==> config.mk <==
export PLATFORM = sky130hd
export DESIGN_NAME = mmio_timer_flat
export DESIGN_NICKNAME = d
export VERILOG_FILES = /design/src/rtl/mmio_timer_pkg.sv /design/src/rtl/mmio_timer_if.sv /design/src/rtl/mmio_timer_prescaler.sv /design/src/rtl/mmio_timer.sv /design/src/flat_wrapper.sv
export SDC_FILE = /design/constraint.sdc
export NUM_CORES = 1
export LEC_CHECK = 0
export BUFFER_PORTS_ARGS = -buffer_cell sky130_fd_sc_hd__buf_2
export CAP_MARGIN = 20
export CORE_ASPECT_RATIO = 1.5
export CORE_MARGIN = 5
export CORE_UTILIZATION = 45
export CTS_BUF_LIST = sky130_fd_sc_hd__clkbuf_8
export DETAILED_ROUTE_END_ITERATION = 10
export PLACE_DENSITY = 0.67
export SLEW_MARGIN = 20
export SYNTH_ARGS = -nofsm -noshare
export SYNTH_HDL_FRONTEND = slang
export SYNTH_SLANG_ARGS = --single-unit
==> constraint.sdc <==
create_clock -name I_clk -period 4.6 [get_ports I_clk]
set_input_delay 0.23 -clock I_clk [delete_from_list [all_inputs] [get_ports I_clk]]
set_output_delay 0.23 -clock I_clk [all_outputs]
set_load 0.02 [all_outputs]
==> src/rtl/mmio_timer_pkg.sv <==
// Shared register map, CTRL/STATUS bit positions and CTRL layout for mmio_timer.
// Pure declarations: no latency, no flow control.
package mmio_timer_pkg;

    localparam int DIV_W = 8;

    // Byte offsets inside the 32-byte window
    localparam logic [4:0] REG_CTRL    = 5'h00;
    localparam logic [4:0] REG_STATUS  = 5'h04;
    localparam logic [4:0] REG_COUNT   = 5'h08;
    localparam logic [4:0] REG_COMPARE = 5'h0C;
    localparam logic [4:0] REG_COUNTH  = 5'h10;

    localparam int CTRL_EN      = 0;
    localparam int CTRL_IE      = 1;
    localparam int CTRL_AR      = 2;
    localparam int CTRL_DIV_LSB = 8;

    localparam int STATUS_PEND = 0;
    localparam int STATUS_EN   = 1;

    typedef struct packed {
        logic [DIV_W-1:0] div;
        logic             ar;
        logic             ie;
        logic             en;
    } ctrl_t;

    function automatic logic [31:0] ctrl_word(input ctrl_t c);
        logic [31:0] w;
        w                         = '0;
        w[CTRL_EN]                = c.en;
        w[CTRL_IE]                = c.ie;
        w[CTRL_AR]                = c.ar;
        w[CTRL_DIV_LSB +: DIV_W]  = c.div;
        return w;
    endfunction

endpackage

==> src/rtl/mmio_timer_if.sv <==
// CPU data-bus / interrupt bundle between the core (master) and mmio_timer (slave).
// Loads answer combinationally; stores commit on the clock edge; no backpressure.
interface mmio_timer_if;
    logic        I_memrw;
    logic [31:0] I_address;
    logic [31:0] I_data;
    logic [31:0] O_data;
    logic        O_interrupt;

    modport master (output I_memrw, I_address, I_data, input  O_data, O_interrupt);
    modport slave  (input  I_memrw, I_address, I_data, output O_data, O_interrupt);
endinterface

==> src/rtl/mmio_timer_prescaler.sv <==
// Prescaler: pulses tick once every div+1 cycles while enabled.
// tick is combinational from the pcnt flop; no backpressure.
module mmio_timer_prescaler
    import mmio_timer_pkg::*;
(
    input  logic             I_clk,
    input  logic             I_rst,
    input  logic             enable,
    input  logic [DIV_W-1:0] div,
    input  logic             clear,
    output logic             tick
);

    logic [DIV_W-1:0] pcnt;
    logic             wrap;

    assign wrap = (pcnt == div);
    assign tick = enable && wrap;

    always_ff @(posedge I_clk or negedge I_rst) begin
        if (!I_rst) begin
            pcnt <= '0;
        end else if (!enable || clear || wrap) begin
            pcnt <= '0;
        end else begin
            pcnt <= pcnt + DIV_W'(1);
        end
    end

endmodule

==> src/rtl/mmio_timer.sv <==
// Memory-mapped prescaled 32-bit timer with compare-match interrupt (COUNTH via MMIO_TIMER_COUNTH_EN).
// Loads combinational (0 cycles), stores commit on the edge, interrupt registered.
// No backpressure: every bus access completes in the cycle it is presented.
module mmio_timer
    import mmio_timer_pkg::*;
#(
    parameter logic [31:0] BASE      = 32'h0001_0000,
    parameter logic [31:0] RESET_CMP = 32'hFFFF_FFFF
)
(
    input  logic         I_clk,
    input  logic         I_rst,
    mmio_timer_if.slave  bus
);

    logic        hit;
    logic [4:0]  reg_off;
    logic        wr;
    logic        wr_ctrl, wr_status, wr_count, wr_compare;
    logic        tick, match;
    ctrl_t       ctrl;
    logic        pend;
    logic [31:0] count, compare, counth_rd;
    logic        unused_addr_lsbs;

    assign hit              = (bus.I_address[31:5] == BASE[31:5]);
    assign reg_off          = {bus.I_address[4:2], 2'b00};
    assign unused_addr_lsbs = ^bus.I_address[1:0];
    assign wr               = bus.I_memrw && hit;
    assign wr_ctrl          = wr && (reg_off == REG_CTRL);
    assign wr_status        = wr && (reg_off == REG_STATUS);
    assign wr_count         = wr && (reg_off == REG_COUNT);
    assign wr_compare       = wr && (reg_off == REG_COMPARE);

    // A COUNT store restarts the prescale period along with the count
    mmio_timer_prescaler u_prescaler (
        .I_clk  (I_clk),
        .I_rst  (I_rst),
        .enable (ctrl.en),
        .div    (ctrl.div),
        .clear  (wr_count),
        .tick   (tick)
    );

    assign match = tick && (count == compare);

    always_ff @(posedge I_clk or negedge I_rst) begin
        if (!I_rst) begin
            ctrl <= '0;
        end else if (wr_ctrl) begin
            ctrl.en  <= bus.I_data[CTRL_EN];
            ctrl.ie  <= bus.I_data[CTRL_IE];
            ctrl.ar  <= bus.I_data[CTRL_AR];
            ctrl.div <= bus.I_data[CTRL_DIV_LSB +: DIV_W];
        end
    end

    always_ff @(posedge I_clk or negedge I_rst) begin
        if (!I_rst) begin
            count   <= '0;
            compare <= RESET_CMP;
            pend    <= 1'b0;
        end else begin
            if (wr_count)
                count <= bus.I_data;
            else if (tick)
                count <= (match && ctrl.ar) ? 32'd0 : count + 32'd1;

            if (wr_compare)
                compare <= bus.I_data;

            // Set beats write-1-to-clear in the same cycle
            if (match)
                pend <= 1'b1;
            else if (wr_status && bus.I_data[STATUS_PEND])
                pend <= 1'b0;
        end
    end

`ifdef MMIO_TIMER_COUNTH_EN
    logic [31:0] counth;
    logic        wr_counth;

    assign wr_counth = wr && (reg_off == REG_COUNTH);

    always_ff @(posedge I_clk or negedge I_rst) begin
        if (!I_rst) begin
            counth <= '0;
        end else if (wr_counth) begin
            counth <= bus.I_data;
        end else if (tick && !wr_count) begin
            if (match && ctrl.ar)
                counth <= '0;
            else if (count == 32'hFFFF_FFFF)
                counth <= counth + 32'd1;
        end
    end

    assign counth_rd = counth;
`else
    assign counth_rd = '0;
`endif

    always_comb begin
        bus.O_data = '0;
        if (hit) begin
            case (reg_off)
                REG_CTRL:    bus.O_data = ctrl_word(ctrl);
                REG_STATUS: begin
                    bus.O_data[STATUS_PEND] = pend;
                    bus.O_data[STATUS_EN]   = ctrl.en;
                end
                REG_COUNT:   bus.O_data = count;
                REG_COMPARE: bus.O_data = compare;
                REG_COUNTH:  bus.O_data = counth_rd;
                default:     bus.O_data = '0;
            endcase
        end
    end

    assign bus.O_interrupt = pend && ctrl.ie;

endmodule

==> src/flat_wrapper.sv <==
// flat-port wrapper written by rule: the top's interface ports become plain ports
module mmio_timer_flat import mmio_timer_pkg::*;
#(
    parameter logic [31:0] BASE      = 32'h0001_0000,
    parameter logic [31:0] RESET_CMP = 32'hFFFF_FFFF
)
  (I_clk, I_rst, bus_I_memrw, bus_I_address, bus_I_data, bus_O_data, bus_O_interrupt);
  mmio_timer_if bus_i ();
  input  logic I_clk;
  input  logic I_rst;
  input wire logic [$bits(bus_i.I_memrw)-1:0] bus_I_memrw;
  input wire logic [$bits(bus_i.I_address)-1:0] bus_I_address;
  input wire logic [$bits(bus_i.I_data)-1:0] bus_I_data;
  output wire logic [$bits(bus_i.O_data)-1:0] bus_O_data;
  output wire logic [$bits(bus_i.O_interrupt)-1:0] bus_O_interrupt;
  assign bus_i.I_memrw = bus_I_memrw;
  assign bus_i.I_address = bus_I_address;
  assign bus_i.I_data = bus_I_data;
  assign bus_O_data = bus_i.O_data;
  assign bus_O_interrupt = bus_i.O_interrupt;
  mmio_timer #(.BASE(BASE), .RESET_CMP(RESET_CMP)) u_core (.I_clk(I_clk), .I_rst(I_rst), .bus(bus_i));
endmodule
==> results of run 1 <==
-- worst max-delay path: cells and delay by family (launching register included) --
kind	cells	cell delay (ns)
buffers and inverters	1	0.33
AO/OA/AOI/OAI	2	1.12
flip-flops	1	0.43
XOR/XNOR	1	0.19
AND/OR/NAND/NOR	3	0.60
-- state kept, by name (all words and copies together), names as in the netlist --
| signal | flops |
|---|---|
| u_core.pend | 1 |
| u_core.ctrl | 11 |
| u_core.count | 32 |
| u_core.u_prescaler.pcnt | 8 |
| u_core.compare | 32 |
-- power breakdown --
group / total [mW] / switching, mW / internal, mW
combinational: 0.0806 / 0.0491 / 0.0315
clock: 0.587 / 0.271 / 0.316
sequential: 0.739 / 0.000000518 / 0.739
total: 1.41 / 0.320 / 1.09
-- worst max path at each step --
stage	to	slack, ns	cells after the start
2_1_floorplan	u_core.count[14]$_DFFE_PN0P_	2.57	8
4_1_cts	u_core.count[6]$_DFFE_PN0P_	1.86	6
6_report	u_core.count[18]$_DFFE_PN0P_	1.83	7
3_5_place_dp	u_core.compare[0]$_DFFE_PN1P_	1.66	7
5_1_grt	u_core.count[6]$_DFFE_PN0P_	1.66	6
3_3_place_gp	u_core.compare[6]$_DFFE_PN1P_	1.69	7
-- Yosys cell counts, types with 3 or more instances --
library cell and n:
and2_1 7, a21oi_1 18, or4_1 4, xor2_1 13
nor4_1 14, nor3_1 10, nand2_1 64, and3_1 9
a22oi_1 21, or3_1 5, nor4_2 6, a31oi_1 20
xnor2_1 33, mux2i_1 12, a41oi_1 4, nor2_1 82
nand4_1 14, o21a_1 6, a2bb2oi_1 3, o22a_1 6
clkbuf_1 25, o21ai_0 11, mux2_2 41, dfrtp_1 52
dfstp_2 32, o21ai_1 8, buf_2 25, inv_1 3
buf_1 3, nand3_1 21
-- metal layers --
layer,part of all wire,wire length (um),track usage
met1,0.40,6253,0.2547
met3,0.045,694,0.04365
met5,0,0,0
met4,0.033,513,0.09712
met2,0.52,8043,0.3788
-- area by class of cell --
type                       instances  area [um^2]
clock buffer                      10        137.6
tap                              153        191.4
sequential                        84         2142
multi-input combinational        468         3069
fill                            1180         5754
inverter                           4        15.01
timing repair buffer             105        566.8
clock inverter                     6        78.83
-- stage by stage --
step | std cells | hold slack [ns] | worst slack, ns | area (um^2)
6_report | 830 | 0.09884 | 1.825 | 6201
5_1_grt | 830 | 0.09495 | 1.662 | 6201
4_1_cts | 829 | 0.08770 | 1.857 | 6187
3_5_place_dp | 813 | 0.4789 | 1.664 | 5971
3_3_place_gp | 813 | 0.4750 | 1.692 | 5971
2_1_floorplan | 610 | -0.06559 | 2.566 | 5455
-- cell families (layout without fill, tap and decap cells) --
logic type,count (synthesis),in the layout
and+or+nand+nor,257,257
AOI/OAI and AO/OA,108,108
DFF,84,84
buffers and inverters,58,125
muxes,55,55
xor gates and xnor gates,46,46
adders and majority gates,2,2
-- what timing repair did --
| item | 4_1_cts | 5_1_grt |
|---|---|---|
| gates resized for setup | 0 | 0 |
| hold buffers | 0 | 1 |
| endpoints found under the hold margin | 0 | 36 |
| setup endpoints to repair | 0 | 0 |
==> metrics, run 1 <==
Slowest Stage Delay on Critical Path=0.87 ns; vias in the first global route=between 4000 and 5000; GRT Total Usage=0.2164; crit path launch=u_core.u_prescaler.pcnt[5]$_DFF_PN0_; largest family of logic cells by synthesized area=simple AND/OR/NAND/NOR gates; Worst EP arrival=3.05 ns; most frequent cells in the layout=buf_2, nor2_1, nand2_1; Reg2Reg Launch Point=u_core.u_prescaler.pcnt[5]$_DFF_PN0_; largest net degree at the start of global routing=85; GPL Wtd Cong=roughly 0.85; Synth Area in Compound Gates=0.1326; synth warn=0; hpwl dp=about 11 mm; CTS tree=done; n_diodes=0; first-pass GRT wire length=between 20 and 25 mm; Clock Latency Late Sink=0.36 ns; Via Count=4884; Final Core Density=0.5187; chip width=99.90 um; Setup TNS=0 ns; Sink Count=84; share of the synthesized area in the top cell type=0.2385; most common cell after layout, fill and taps aside=buf_2; Starting Density=0.4563; syn_area_per_cell=8.943 um^2; final WL=15.51 mm; Reg clk slew, reported paths=roughly 0.090 ns; simple-gate portion of the synthesized area=0.2397; final hold violation count=0; worst hold path type=in2reg; Adder-Cell Fraction of Synth Area=0.004587; DR DRC count=0; grt total ovfl=0; maximum vdd drop=0.0001253 V; Longest Clk Path Bufs=2; sequential area share after synthesis=0.3927; clk_skew=slightly below 0.01 ns; IO buf count=97; Power Dens Cells=about 230 mW/mm^2; critical path peak fanout=58; CORE AREA=0.01196 mm^2; DR vias/cell=5.884; Die Y=144.8 um; Routed Antenna Nets=0; Hold Path Stages=2; initial antenna violation count=0; Top-Level Pins=100; Max-cap violations=0; R2R Setup Slk=about 1.8 ns; die area=0.01447 mm^2; Top FF cell, synth=dfrtp_1; Final period util=0.6032; Critical-path top delay cell=a31oi_1; reg-to-reg critical path endpoint=u_core.count[18]$_DFFE_PN0P_; post-CTS setup buffers=0; Synth Area in XOR/XNOR=0.07385; Required @ worst endpoint=4.88 ns; Startpoint Class=flip-flop; WS Path Type=reg2reg; Rel. slew slack=0.2777; Post-synth EDFFs=0; # rows=49; FF+latch count, synth=84; crit-path cells=xor2_1, nor4_2, nand4_1, buf_4, a31oi_1, nand2_1, a41oi_1; initial drt markers=around 380; critical path endpoint category=flip-flop; WL/cell=approximately 19 um; layout net count=between 700 and 800; Synth area leader=dfrtp_1; TritonRoute pass-1 iters=5; Register-to-Register Path Depth=7; Fmax=360.4 MHz; Lkg Pwr=between 2 and 3 nW; Final Max Slew Viols=0; Area Growth Syn to Fin=13.67%; worst hold path endpoint=u_core.compare[17]$_DFFE_PN1P_; synthesized cell area=~0.0055 mm^2; Syn Inst Count=610; layout cell share with drive strength beyond 1=0.3102; syn nets=just under 700; CTS Buf Count=9; HP Start=bus_I_data[17]; minimum clock period after layout=2.775 ns; Distinct cells, synth=61; RSZ-0062 raised after global routing=false; ys async rst share=1.000; post-synthesis mux area share=0.1108; status=finished clean; Setup Viol. Count Final=0; Overall Power=~1.4 mW; Root Buffer=clkbuf_8; Worst-Margin Slew=between 1 and 1.5 ns; Synth area leaders=dfrtp_1, dfstp_2, mux2_2; H-tree Lvls=3
Power figures use the tool's default switching activity.
==> run 2: changes to the inputs <==
- clock period: 4.6 -> 2.9 ns (I/O delays scaled with it)
==> run 2 against run 1 <==
Effect of this change:
- non-clock buffer count grew 12
- critical endpoint is now u_core.count[6]$_DFFE_PN0P_
- maximum frequency increased by 17%
- critical path depth unchanged
- highest routed layer unchanged
- die area is the same
- clock-buffer cell count stayed put
- clock power increased by 43%
- largest power group unchanged
- first-iteration DRC count decreased by 18%
- sequential share of layout area decreased by 0.36 points
- final cell count is 1.4% higher
==> metrics, run 2 (synthesis results as in run 1) <==
status=finished clean; layout cell share with drive strength beyond 1=0.3208 (+0.01056); HP Start=bus_I_data[17]; Reg clk slew, reported paths=0.09 ns (about the same); Final period util=0.8176 (+0.2144); Top-Level Pins=100 (unchanged); initial drt markers=315 (-18%); Fmax=421.8 MHz (+17%); CTS tree=done; GPL Wtd Cong=0.8605 (+1.5%); Setup TNS=0 ns (unchanged); layout net count=753 (+1.6%); Post-Place Cell Area=0.006061 mm^2 (+1.5%); reg-to-reg critical path endpoint=u_core.count[6]$_DFFE_PN0P_; crit-path cells=xnor2_1, nand4_1, nor4_2, and3_1, buf_4, nor4_1, o32a_1; Hold Path Stages=2 (unchanged); Clock Latency Late Sink=0.36 ns (about the same); chip width=99.90 um (unchanged); Routed Antenna Nets=0 (unchanged); CORE AREA=0.01196 mm^2 (unchanged); H-tree Lvls=3 (unchanged); Required @ worst endpoint=3.14 ns (-1.74 ns); GRT Total Usage=0.2234 (+0.007002); n_diodes=0 (unchanged); grt total ovfl=0 (unchanged); WL/cell=18.99 um (+1.6%); CTS Buf Count=9 (unchanged); worst hold path endpoint=u_core.compare[17]$_DFFE_PN1P_; critical path peak fanout=9 (-84%); Lkg Pwr=2.909 nW (+1.6%); Critical-path top delay cell=dfrtp_1; Starting Density=0.4563 (unchanged); Root Buffer=clkbuf_8; TritonRoute pass-1 iters=5 (unchanged); Final Core Density=0.5241 (+0.005442); Register-to-Register Path Depth=7 (unchanged); Via Count=4880 (-0.082%); first-pass GRT wire length=25.62 mm (+3.9%); WS Path Type=reg2reg; vias in the first global route=4973 (+3.3%); most common cell after layout, fill and taps aside=buf_2; Longest Clk Path Bufs=2 (unchanged); Largest regs=u_core.compare: 32 flops, u_core.count: 32 flops, u_core.ctrl: 11 flops; worst hold path type=in2reg; post-route cell area=0.006266 mm^2 (+1.0%); Die Y=144.8 um (unchanged); most frequent cells in the layout=buf_2, nor2_1, nand2_1; minimum clock period after layout=2.371 ns (-0.4038 ns); largest net degree at the start of global routing=59 (-31%); Sink Count=84 (unchanged); Max-cap violations=0 (unchanged); Slowest Stage Delay on Critical Path=0.48 ns (-0.39 ns); post-CTS setup buffers=0 (unchanged); DR DRC count=0 (unchanged); Area Growth Syn to Fin=14.86%; final hold violation count=0 (unchanged); Startpoint Class=flip-flop; Reg2Reg Launch Point=u_core.count[18]$_DFFE_PN0P_; Worst EP arrival=2.61 ns (-0.44 ns); hold slack final=0.01822 ns (-0.08062 ns); maximum vdd drop=0.0002395 V (+91%); Final Max Slew Viols=0 (unchanged); # rows=49 (unchanged); Rel. slew slack=0.5084 (+0.2307); final WL=15.99 mm (+3.1%); IO buf count=97 (unchanged); Overall Power=2.147 mW (+53%); Power Dens Cells=342.7 mW/mm^2 (+51%); DR vias/cell=5.796 (-1.5%); R2R Setup Slk=0.53 ns (-1.30 ns); Worst-Margin Slew=0.7374 ns (-0.3410 ns); RSZ-0062 raised after global routing=false; clk_skew=0.01351 ns (+0.003832 ns); hpwl dp=11.75 mm (+5.5%); initial antenna violation count=0 (unchanged); die area=0.01447 mm^2 (unchanged); Setup Viol. Count Final=0 (unchanged); critical path endpoint category=flip-flop
[run 2: changes by cell type in the layout (fill, tap and decap cells not counted), sizes merged]
cell | before | now
bufinv | 2 | 1
inv | 5 | 6
buf | 104 | 116
clkinvlp | 0 | 2
clkinv | 3 | 1
[run 2: routing by layer]
layer,vias up,share of wire,routed length [um],global-route usage
met5,-,0,0,0
met3,34,0.042,672,0.03549
li1,2322,-,-,-
met4,0,0.035,552,0.1050
met2,149,0.53,8425,0.3954
met1,2375,0.40,6336,0.2633
[run 2: how the worst max path moves through the flow]
| stage | from | end | slack, ns | cells past startpoint |
|---|---|---|---|---|
| finish | u_core.count[18]$_DFFE_PN0P_ | u_core.count[6]$_DFFE_PN0P_ | 0.53 | 7 |
| global placement | bus_I_address[18] | u_core.count[4]$_DFFE_PN0P_ | 0.58 | 6 |
| floorplan | u_core.count[18]$_DFFE_PN0P_ | u_core.count[14]$_DFFE_PN0P_ | 0.87 | 8 |
| global route | u_core.count[20]$_DFFE_PN0P_ | u_core.count[6]$_DFFE_PN0P_ | 0.38 | 7 |
| detailed placement | bus_I_address[14] | u_core.count[4]$_DFFE_PN0P_ | 0.55 | 6 |
| CTS | u_core.count[18]$_DFFE_PN0P_ | u_core.count[6]$_DFFE_PN0P_ | 0.53 | 7 |
[run 2: worst max-delay path: cells and delay by family (launching register included)]
| kind | cells | cell delay [ns] |
|---|---|---|
| AO/OA/AOI/OAI | 1 | 0.34 |
| XOR/XNOR | 1 | 0.33 |
| buffers and inverters | 1 | 0.17 |
| flip-flops | 1 | 0.48 |
| AND/OR/NAND/NOR | 4 | 0.94 |
[run 2: per-stage QoR]
step	cells	setup WS [ns]
3_3_place_gp	825	0.5784
3_5_place_dp	825	0.5497
5_1_grt	842	0.3820
4_1_cts	842	0.5293
2_1_floorplan	610	0.8663
6_report	842	0.5290
[run 2: final cells by class]
type	instances	area, um^2
Tap cell	153	191.4
Clock buffer	10	137.6
Multi-Input combinational cell	468	3069
Inverter	4	15.01
Sequential cell	84	2142
Clock inverter	6	57.56
Timing Repair Buffer	117	653.1
Fill cell	1156	5689
[run 2: what timing repair did]
| item | in CTS | in global routing |
|---|---|---|
| hold buffers | 1 | 0 |
| endpoints found under the hold margin | 30 | 0 |
| gates resized for setup | 0 | 0 |
[run 2: report_power, final]
part	leakage, nW	switching (mW)	internal (mW)
clock	0.101	0.425	0.414
sequential	0.889	0.000000827	1.17
combinational	1.92	0.0816	0.0538
